--- config.mk ---
export PLATFORM = sky130hd
export DESIGN_NAME = serial_nibble_loader
export DESIGN_NICKNAME = d
export VERILOG_FILES = /design/src/rtl/serial_nibble_loader_pkg.sv /design/src/rtl/serial_nibble_loader_shifter.sv /design/src/rtl/serial_nibble_loader.sv
export SDC_FILE = /design/constraint.sdc
export NUM_CORES = 1
export LEC_CHECK = 0
export CORE_MARGIN = 2
export CORE_UTILIZATION = 45
export CTS_BUF_LIST = sky130_fd_sc_hd__clkbuf_8 sky130_fd_sc_hd__clkbuf_16
export DETAILED_ROUTE_END_ITERATION = 12
export PLACE_DENSITY = 0.7
export SLEW_MARGIN = 20
export SYNTH_ARGS = -nofsm -noshare
export SYNTH_HDL_FRONTEND = slang
export SYNTH_SLANG_ARGS = --single-unit
--- constraint.sdc ---
create_clock -name clk -period 2 [get_ports clk]
set_clock_uncertainty 0.1 [all_clocks]
set_input_delay 0.2 -clock clk [delete_from_list [all_inputs] [get_ports clk]]
set_output_delay 0.2 -clock clk [all_outputs]
set_load 0.005 [all_outputs]
--- src/rtl/serial_nibble_loader_pkg.sv ---
// serial_nibble_loader_pkg: shared FSM state encoding and default word width
package serial_nibble_loader_pkg;
    localparam int DEFAULT_WIDTH = 4;
    typedef enum logic [1:0] {
        IDLE  = 2'd0,
        SHIFT = 2'd1,
        LOAD  = 2'd2
    } state_t;
endpackage

--- src/rtl/serial_nibble_loader_shifter.sv ---
// nibble_shifter: shift register, bit counter and last-bit detect for the serial loader
module nibble_shifter #(
    parameter int WIDTH     = 4,
    parameter bit MSB_FIRST = 1'b1
) (
    input  logic             clk,
    input  logic             clear,
    input  logic             flush,
    input  logic             shift_en,
    input  logic             sin,
    output logic [WIDTH-1:0] nxt,
    output logic             last
);
    localparam int CW = $clog2(WIDTH + 1);
    logic [WIDTH-1:0] sr;
    logic [CW-1:0]    cnt;
    assign nxt  = MSB_FIRST ? {sr[WIDTH-2:0], sin} : {sin, sr[WIDTH-1:1]};
    assign last = cnt == CW'(WIDTH - 1);
    always_ff @(posedge clk) begin
        if (clear || flush) begin
            sr  <= '0;
            cnt <= '0;
        end else if (shift_en) begin
            sr  <= nxt;
            cnt <= cnt + CW'(1);
        end
    end
endmodule

--- src/rtl/serial_nibble_loader.sv ---
// serial_nibble_loader: serial-to-parallel frame FSM driving a downstream register's d/load
module serial_nibble_loader
    import serial_nibble_loader_pkg::*;
#(
    parameter int WIDTH     = DEFAULT_WIDTH,
    parameter bit MSB_FIRST = 1'b1
) (
    input  logic             clk,
    input  logic             clear,
    input  logic             start,
    input  logic             sin,
    input  logic             sin_valid,
    input  logic             abort,
    output logic [WIDTH-1:0] d,
    output logic             load,
    output logic             busy,
    output logic             overrun
);
    state_t           state, state_n;
    logic             flush, shift_en, ovr_set, last;
    logic [WIDTH-1:0] nxt;
    nibble_shifter #(.WIDTH(WIDTH), .MSB_FIRST(MSB_FIRST)) u_shifter (
        .clk(clk), .clear(clear), .flush(flush), .shift_en(shift_en),
        .sin(sin), .nxt(nxt), .last(last)
    );
    always_comb begin
        state_n  = state;
        flush    = 1'b0;
        shift_en = 1'b0;
        ovr_set  = 1'b0;
        case (state)
            IDLE: begin
                state_n = start ? SHIFT : IDLE;
                flush   = start;
            end
            SHIFT: begin
                if (abort) begin
                    state_n = IDLE;
                    flush   = 1'b1;
                end else if (start) begin
                    ovr_set = 1'b1;
                    flush   = 1'b1;
                end else if (sin_valid) begin
                    shift_en = 1'b1;
                    state_n  = last ? LOAD : SHIFT;
                end
            end
            LOAD: begin
                state_n = IDLE;
                ovr_set = start | sin_valid;
            end
            default: state_n = IDLE;
        endcase
    end
    always_ff @(posedge clk) begin
        if (clear) begin
            state   <= IDLE;
            d       <= '0;
            load    <= 1'b0;
            busy    <= 1'b0;
            overrun <= 1'b0;
        end else begin
            state   <= state_n;
            load    <= state_n == LOAD;
            busy    <= state_n != IDLE;
            overrun <= overrun | ovr_set;
            if (shift_en && last) d <= nxt;
        end
    end
endmodule

==> metrics.md, run 1 <==
| Metric | Value |
|---|---|
| Status | complete, no violations |
| GP Congestion | 0.743 |
| Final period util | 76.3% |
| Total GRT Usage | 15.0% |
| Initial DRC count | 12 |
| Commonest non-fill, non-tap cell in the layout | dfxtp_1 |
| Grt total ovfl | 0 |
| Most used routing layer | met1 |
| HPWL Detailed | 854 µm |
| Ant. Diodes | 0 |
| Slew @ Worst Pin | 0.475 ns |
| Total wire length | 1160 µm |
| Die H | 43.5 µm |
| Sequential fraction of the synthesis area | 42.8% |
| WP data arrival | 1.54 ns |
| Most frequent cells in the layout | 15 x dfxtp_1, 12 x clkdlybuf4s50_1, 6 x nor2_1, 6 x nand2b_1, 5 x ha_1 |
| CTS tree | yes |
| Max capacitance violation total | 0 |
| Reg clk slew, reported paths | 0.06 ns |
| Die Area | 1890 µm² |
| Initial antenna violation count | 0 |
| Post-cts resize count | 0 |
| GR Layer Usage met3 | 4.17% |
| Core Util, Final | 58.4% |
| Synth warn | 0 |
| DR vias/cell | 5.23 |
| Initial Utilization | 47.1% |
| Core Region | 1490 µm² |
| WHS Endpoint | d[1]$_SDFFE_PP0P_ |
| Ys async rst share | 0% |
| Final TNS setup | 0 ns |
| Max Slew Vio Count | 0 |
| Vias in the first global route | 496 |
| Hold Slack | 0.381 ns |
| First-pass GRT wire length | 2120 µm |
| Leakage power | 0.000300 µW |
| Antenna-violating nets left | 0 |
| Syn nets | 82 |
| Largest net degree at the start of global routing | 14 |
| Top FF cell, synth | dfxtp_1 |
| Worst IR Drop VDD | 0.380 mV |
| Clk Latency, worst-skew pair | 0.24 ns |
| Layout overhead on the synthesized area | 23.9% |
| Top-level I/O count | 13 |
| Endpoint type of the worst setup path | register |
| CTS max path bufs | 2 |
| Mapped cell area | 702 µm² |
| Yosys reg bits | 15 |
| First-pass DRT Iterations | 4 |
| Yosys cell types | 26 |
| FF-to-FF End | u_shifter.cnt[1]$_SDFFE_PP0P_ |
| Mapped Cells | 71 |
| Post CTS Setup Buffer Count | 0 |
| Share of cells above drive strength 1 | 9.41% |
| Hold_buf cts | 0 |
| Die width | 43.5 µm |
| Final setup violating endpoints | 0 |
| Hold Path Origin | d[1]$_SDFFE_PP0P_ |
| Met1 GRT Util | 21.7% |
| H-tree depth | 1 |
| Worst R2R Start | state[1]$_SDFF_PP0_ |
| Worst r2r path cells | 5 |
| Crit-path max FO | 12 |
| Layout Nets | 97 |
| Clock sink count | 15 |
| DRC errors left | 0 |
| Routed via count | 528 |
| Cell count of the worst hold path | 2 |
| Tmin final | 1.53 ns |
| Met2 Use GR | 20.6% |
| CP required | 2.02 ns |
| Crit start category | register |
| RSZ-0062 raised after global routing | no |
| Port bufs | 12 |
| Max-slew headroom | 68.3% |
| Power per cell area | 683 nW/µm² |
| # rows | 14 |
| Routed wire per std cell | 11.5 µm |
| Setup slack, reg-to-reg | 0.47 ns |
| Maximum clock rate | 656 MHz |
| Mean Syn Cell Area | 9.89 µm² |
| Clock Tree Root | clkbuf_8 |
| Post-synth EDFFs | 0 |
| CTS Buf Count | 3 |
| Final hold vios | 0 |
| WS Path Type | reg2reg |
| HP Class | reg2reg |
==> cell usage after synthesis (2+ instances only) <==
master / instances / area, µm²
o21ai_0: 4 / 20.0
nand2b_1: 6 / 37.5
mux2i_1: 4 / 40.0
ha_1: 5 / 62.6
nor2_1: 6 / 22.5
dfxtp_1: 15 / 300
inv_1: 3 / 11.3
nand2_1: 3 / 11.3
nor2b_1: 2 / 12.5
a21oi_1: 4 / 20.0
nand4b_1: 4 / 35.0
==> metrics by stage <==
stage / power, µW / instances / setup slack, ns / instance area [µm²]
after floorplan: 339 / 71 / 0.593 / 702
after global placement: 359 / 97 / 0.309 / 823
after detailed placement: 359 / 97 / 0.261 / 823
after CTS: 601 / 101 / 0.474 / 870
after global routing: 620 / 101 / 0.354 / 870
final: 594 / 101 / 0.475 / 870
==> state kept, by name (all words and copies together), names as in the netlist <==
| name | flops |
|---|---|
| d | 4 |
| overrun | 1 |
| state | 2 |
| busy | 1 |
| u_shifter.sr | 3 |
| u_shifter.cnt | 3 |
| load | 1 |
==> power by group <==
| part | internal, µW | switching (µW) |
|---|---|---|
| registers | 302 | 1.97 |
| clock network | 138 | 103 |
| logic | 25.6 | 23.2 |
==> cell families after synthesis <==
family,count (synthesis),share of synthesized area [%]
multiplexers,5,7.31
XOR/XNOR,1,1.25
AO/OA/AOI/OAI,15,13.7
flip-flops,15,42.8
buffers and inverters,5,4.28
adder cells (fa/ha/maj),5,8.91
AND/OR/NAND/NOR,25,21.7
==> worst max-delay path by stage <==
stage	start	end	slack, ns	depth (start not counted)
after floorplan	state[1]$_SDFF_PP0_	u_shifter.sr[0]$_SDFFE_PP0P_	0.59	6
after global placement	start	d[1]$_SDFFE_PP0P_	0.31	4
after detailed placement	start	u_shifter.cnt[1]$_SDFFE_PP0P_	0.26	4
after CTS	state[1]$_SDFF_PP0_	d[2]$_SDFFE_PP0P_	0.47	5
after global routing	state[1]$_SDFF_PP0_	d[3]$_SDFFE_PP0P_	0.35	5
final	state[1]$_SDFF_PP0_	u_shifter.cnt[1]$_SDFFE_PP0P_	0.47	5
==> final cells by class <==
type                            instances  area, µm²
Clock buffer                            3       41.3
Multi-Input combinational cell         51        372
Sequential cell                        15        300
Inverter                                3       11.3
Tap cell                               16       20.0
Timing Repair Buffer                   12        120
Clock inverter                          1       5.00
Fill cell                             137        619
==> metal layers <==
metal	share of wire (%)	wire length, µm
met5	0	0
met4	0.69	8
met3	4.3	50
met2	44	505
met1	51	596
==> critical path: stages (launching register included) <==
cell and delay [ns]:
dfxtp_1 0.35, inv_1 0.09, ha_1 0.21, and4bb_4 0.38
mux2i_1 0.23, nor2_1 0.05
(Power assumes the default switching activity.)
==> inputs of run 2 (changes only) <==
==> constraint.sdc (replaced) <==
create_clock -name clk -period 1.5 [get_ports clk]
set_clock_uncertainty 0.1 [all_clocks]
set_input_delay 0.15 -clock clk [delete_from_list [all_inputs] [get_ports clk]]
set_output_delay 0.15 -clock clk [all_outputs]
set_load 0.005 [all_outputs]
==> run 2 against run 1 <==
  * Non-clock buffer count up 9
  * Core utilization grew 5.5 points
  * Final cell count increased by 9.9%
  * Fmax increased by 8.1%
  * Critical path depth increased by 1
  * Global-route usage shrank 0.30 points
  * Hold slack worse by 0.0086 ns
  * Register-to-register slack worse by 0.39 ns
  * Setup slack got worse by 0.39 ns
  * Sequential power is 34% higher
  * Sequential share of layout area shrank 3.0 points
  * Via count up 11%
==> metrics.md, run 2 (synthesis results as in run 1) <==
| Metric | Value |
|---|---|
| Total wire length | 1280 µm |
| Core Region | 1490 µm² |
| Largest net degree at the start of global routing | 12 |
| CP Buf/Inv Count | 2 |
| Final setup violating endpoints | 0 |
| Fill cell count | 134 |
| Status | complete, no violations |
| Ant. Diodes | 0 |
| Slew @ Worst Pin | 0.230 ns |
| Family with the most delay on the worst path | simple AND/OR/NAND/NOR gates |
| Die H | 43.5 µm |
| Power per cell area | 844 nW/µm² |
| Tmin final | 1.41 ns |
| Layout overhead on the synthesized area | 35.7% |
| Hold_buf cts | 0 |
| Max capacitance violation total | 0 |
| Antenna-violating nets left | 0 |
| Layout Nets | 107 |
| # rows | 14 |
| Crit-path max cell delay | 0.32 ns |
| Crit-path slowest cell | and4bb_4 |
| Commonest non-fill, non-tap cell in the layout | dfxtp_1 |
| Vias in the first global route | 509 |
| CTS max path bufs | 2 |
| DR vias/cell | 5.26 |
| GP Congestion | 0.792 |
| CTS Buf Count | 3 |
| Crit-path max FO | 6 |
| Die width | 43.5 µm |
| Max-slew headroom | 84.5% |
| First-pass DRT Iterations | 4 |
| Leakage power | 0.000348 µW |
| Most frequent cells in the layout | 15 x dfxtp_1, 12 x clkdlybuf4s50_1, 9 x buf_4 |
| Routed wire per std cell | 11.5 µm |
| Top-level I/O count | 13 |
| Crit start category | register |
| Overall Power | 803 µW |
| First-pass GRT wire length | 2110 µm |
| Max Slew Vio Count | 0 |
| Initial Utilization | 47.1% |
| Reg clk slew, reported paths | 0.06 ns |
| Core Util, Final | 63.9% |
| Initial antenna violation count | 0 |
| Port bufs | 12 |
| Reg with most FFs | d |
| Final period util | 94.1% |
| H-tree depth | 1 |
| WP data arrival | 1.45 ns |
| Grt total ovfl | 0 |
| Endpoint type of the worst setup path | register |
| Top Registers | d (4), u_shifter.cnt (3), u_shifter.sr (3) |
| Die Area | 1890 µm² |
| Placed cell area | 883 µm² |
| HP Class | reg2reg |
| CP required | 1.54 ns |
| Share of cells above drive strength 1 | 20.0% |
| Clock sink count | 15 |
| Design Area, Final | 952 µm² |
| Routed via count | 584 |
| Clock Tree Root | clkbuf_8 |
| CTS tree | yes |
| Worst IR Drop VDD | 0.630 mV |
| Clk Latency, worst-skew pair | 0.24 ns |
| Worst-path cell chain | inv_1 -> ha_1 -> and4bb_4 -> buf_4 -> xnor2_1 -> nor2_1 |
| Total GRT Usage | 14.7% |
| Initial DRC count | 20 |
| Final hold vios | 0 |
| Maximum clock rate | 709 MHz |
| Max reg flops | 4 |
| DRC errors left | 0 |
| WS Path Type | reg2reg |
| HPWL Detailed | 937 µm |
## run 2: cell count changes in the layout (fill, tap and decap cells not counted)
cell	before	now
buf_4	0	9
ha_1	5	4
and4bb_2	0	1
ha_2	0	1
## run 2: area by class of cell
| cell class | count | area [µm²] | area share (%) |
|---|---|---|---|
| Tap cell | 16 | 20.0 | 2.10 |
| Timing Repair Buffer | 21 | 188 | 19.7 |
| Clock inverter | 1 | 5.00 | 0.526 |
| Sequential cell | 15 | 300 | 31.5 |
| Clock buffer | 3 | 41.3 | 4.34 |
| Multi-Input combinational cell | 52 | 387 | 40.6 |
| Inverter | 3 | 11.3 | 1.18 |
## run 2: worst paths after layout
| check | slack, ns | to | from | cells past startpoint |
|---|---|---|---|---|
| worst max register to register | 0.09 | u_shifter.cnt[0]$_SDFFE_PP0P_ | state[1]$_SDFF_PP0_ | 6 |
| worst max-delay path | 0.09 | u_shifter.cnt[0]$_SDFFE_PP0P_ | state[1]$_SDFF_PP0_ | 6 |
| worst min-delay path | 0.37 | d[2]$_SDFFE_PP0P_ | d[2]$_SDFFE_PP0P_ | 2 |
| worst min register to register | 0.37 | d[2]$_SDFFE_PP0P_ | d[2]$_SDFFE_PP0P_ | 2 |
## run 2: layer usage
| metal | GRT usage, % | up-vias | share of wire, % |
|---|---|---|---|
| met1 | 19.9 | 268 | 52 |
| met5 | 0 | - | 0 |
| met3 | 4.17 | 0 | 4.9 |
| met4 | 5.45 | 0 | 0 |
| li1 | - | 302 | - |
| met2 | 22.4 | 14 | 43 |
## run 2: repair_timing
action / CTS / global route
setup buffers: 0 / 1
setup endpoints to repair: 0 / 7
gates resized for setup: 0 / 1
## run 2: per-stage QoR
stage / std cells / hold WS [ns] / TNS, ns / setup WS (ns)
3_3_place_gp: 105 / 0.363 / -0.365 / -0.0623
2_1_floorplan: 71 / 0.158 / 0 / 0.0927
3_5_place_dp: 105 / 0.367 / -0.483 / -0.0881
6_report: 111 / 0.373 / 0 / 0.0889
5_1_grt: 111 / 0.389 / -0.00290 / -0.00290
4_1_cts: 109 / 0.377 / 0 / 0.0297
## run 2: worst reg2reg max path: cells and delay by family, from the launching register on
kind | cells | cell delay (ns)
adder cells (fa/ha/maj) | 1 | 0.23
buffers and inverters | 2 | 0.20
XOR/XNOR | 1 | 0.10
AND/OR/NAND/NOR | 2 | 0.37
flip-flops | 1 | 0.31
## run 2: power breakdown
part	internal [µW]	switching [µW]	total, µW
Sequential	403	2.60	406
Combinational	46.6	35.9	82.5
Clock	183	132	315
Total	633	170	803
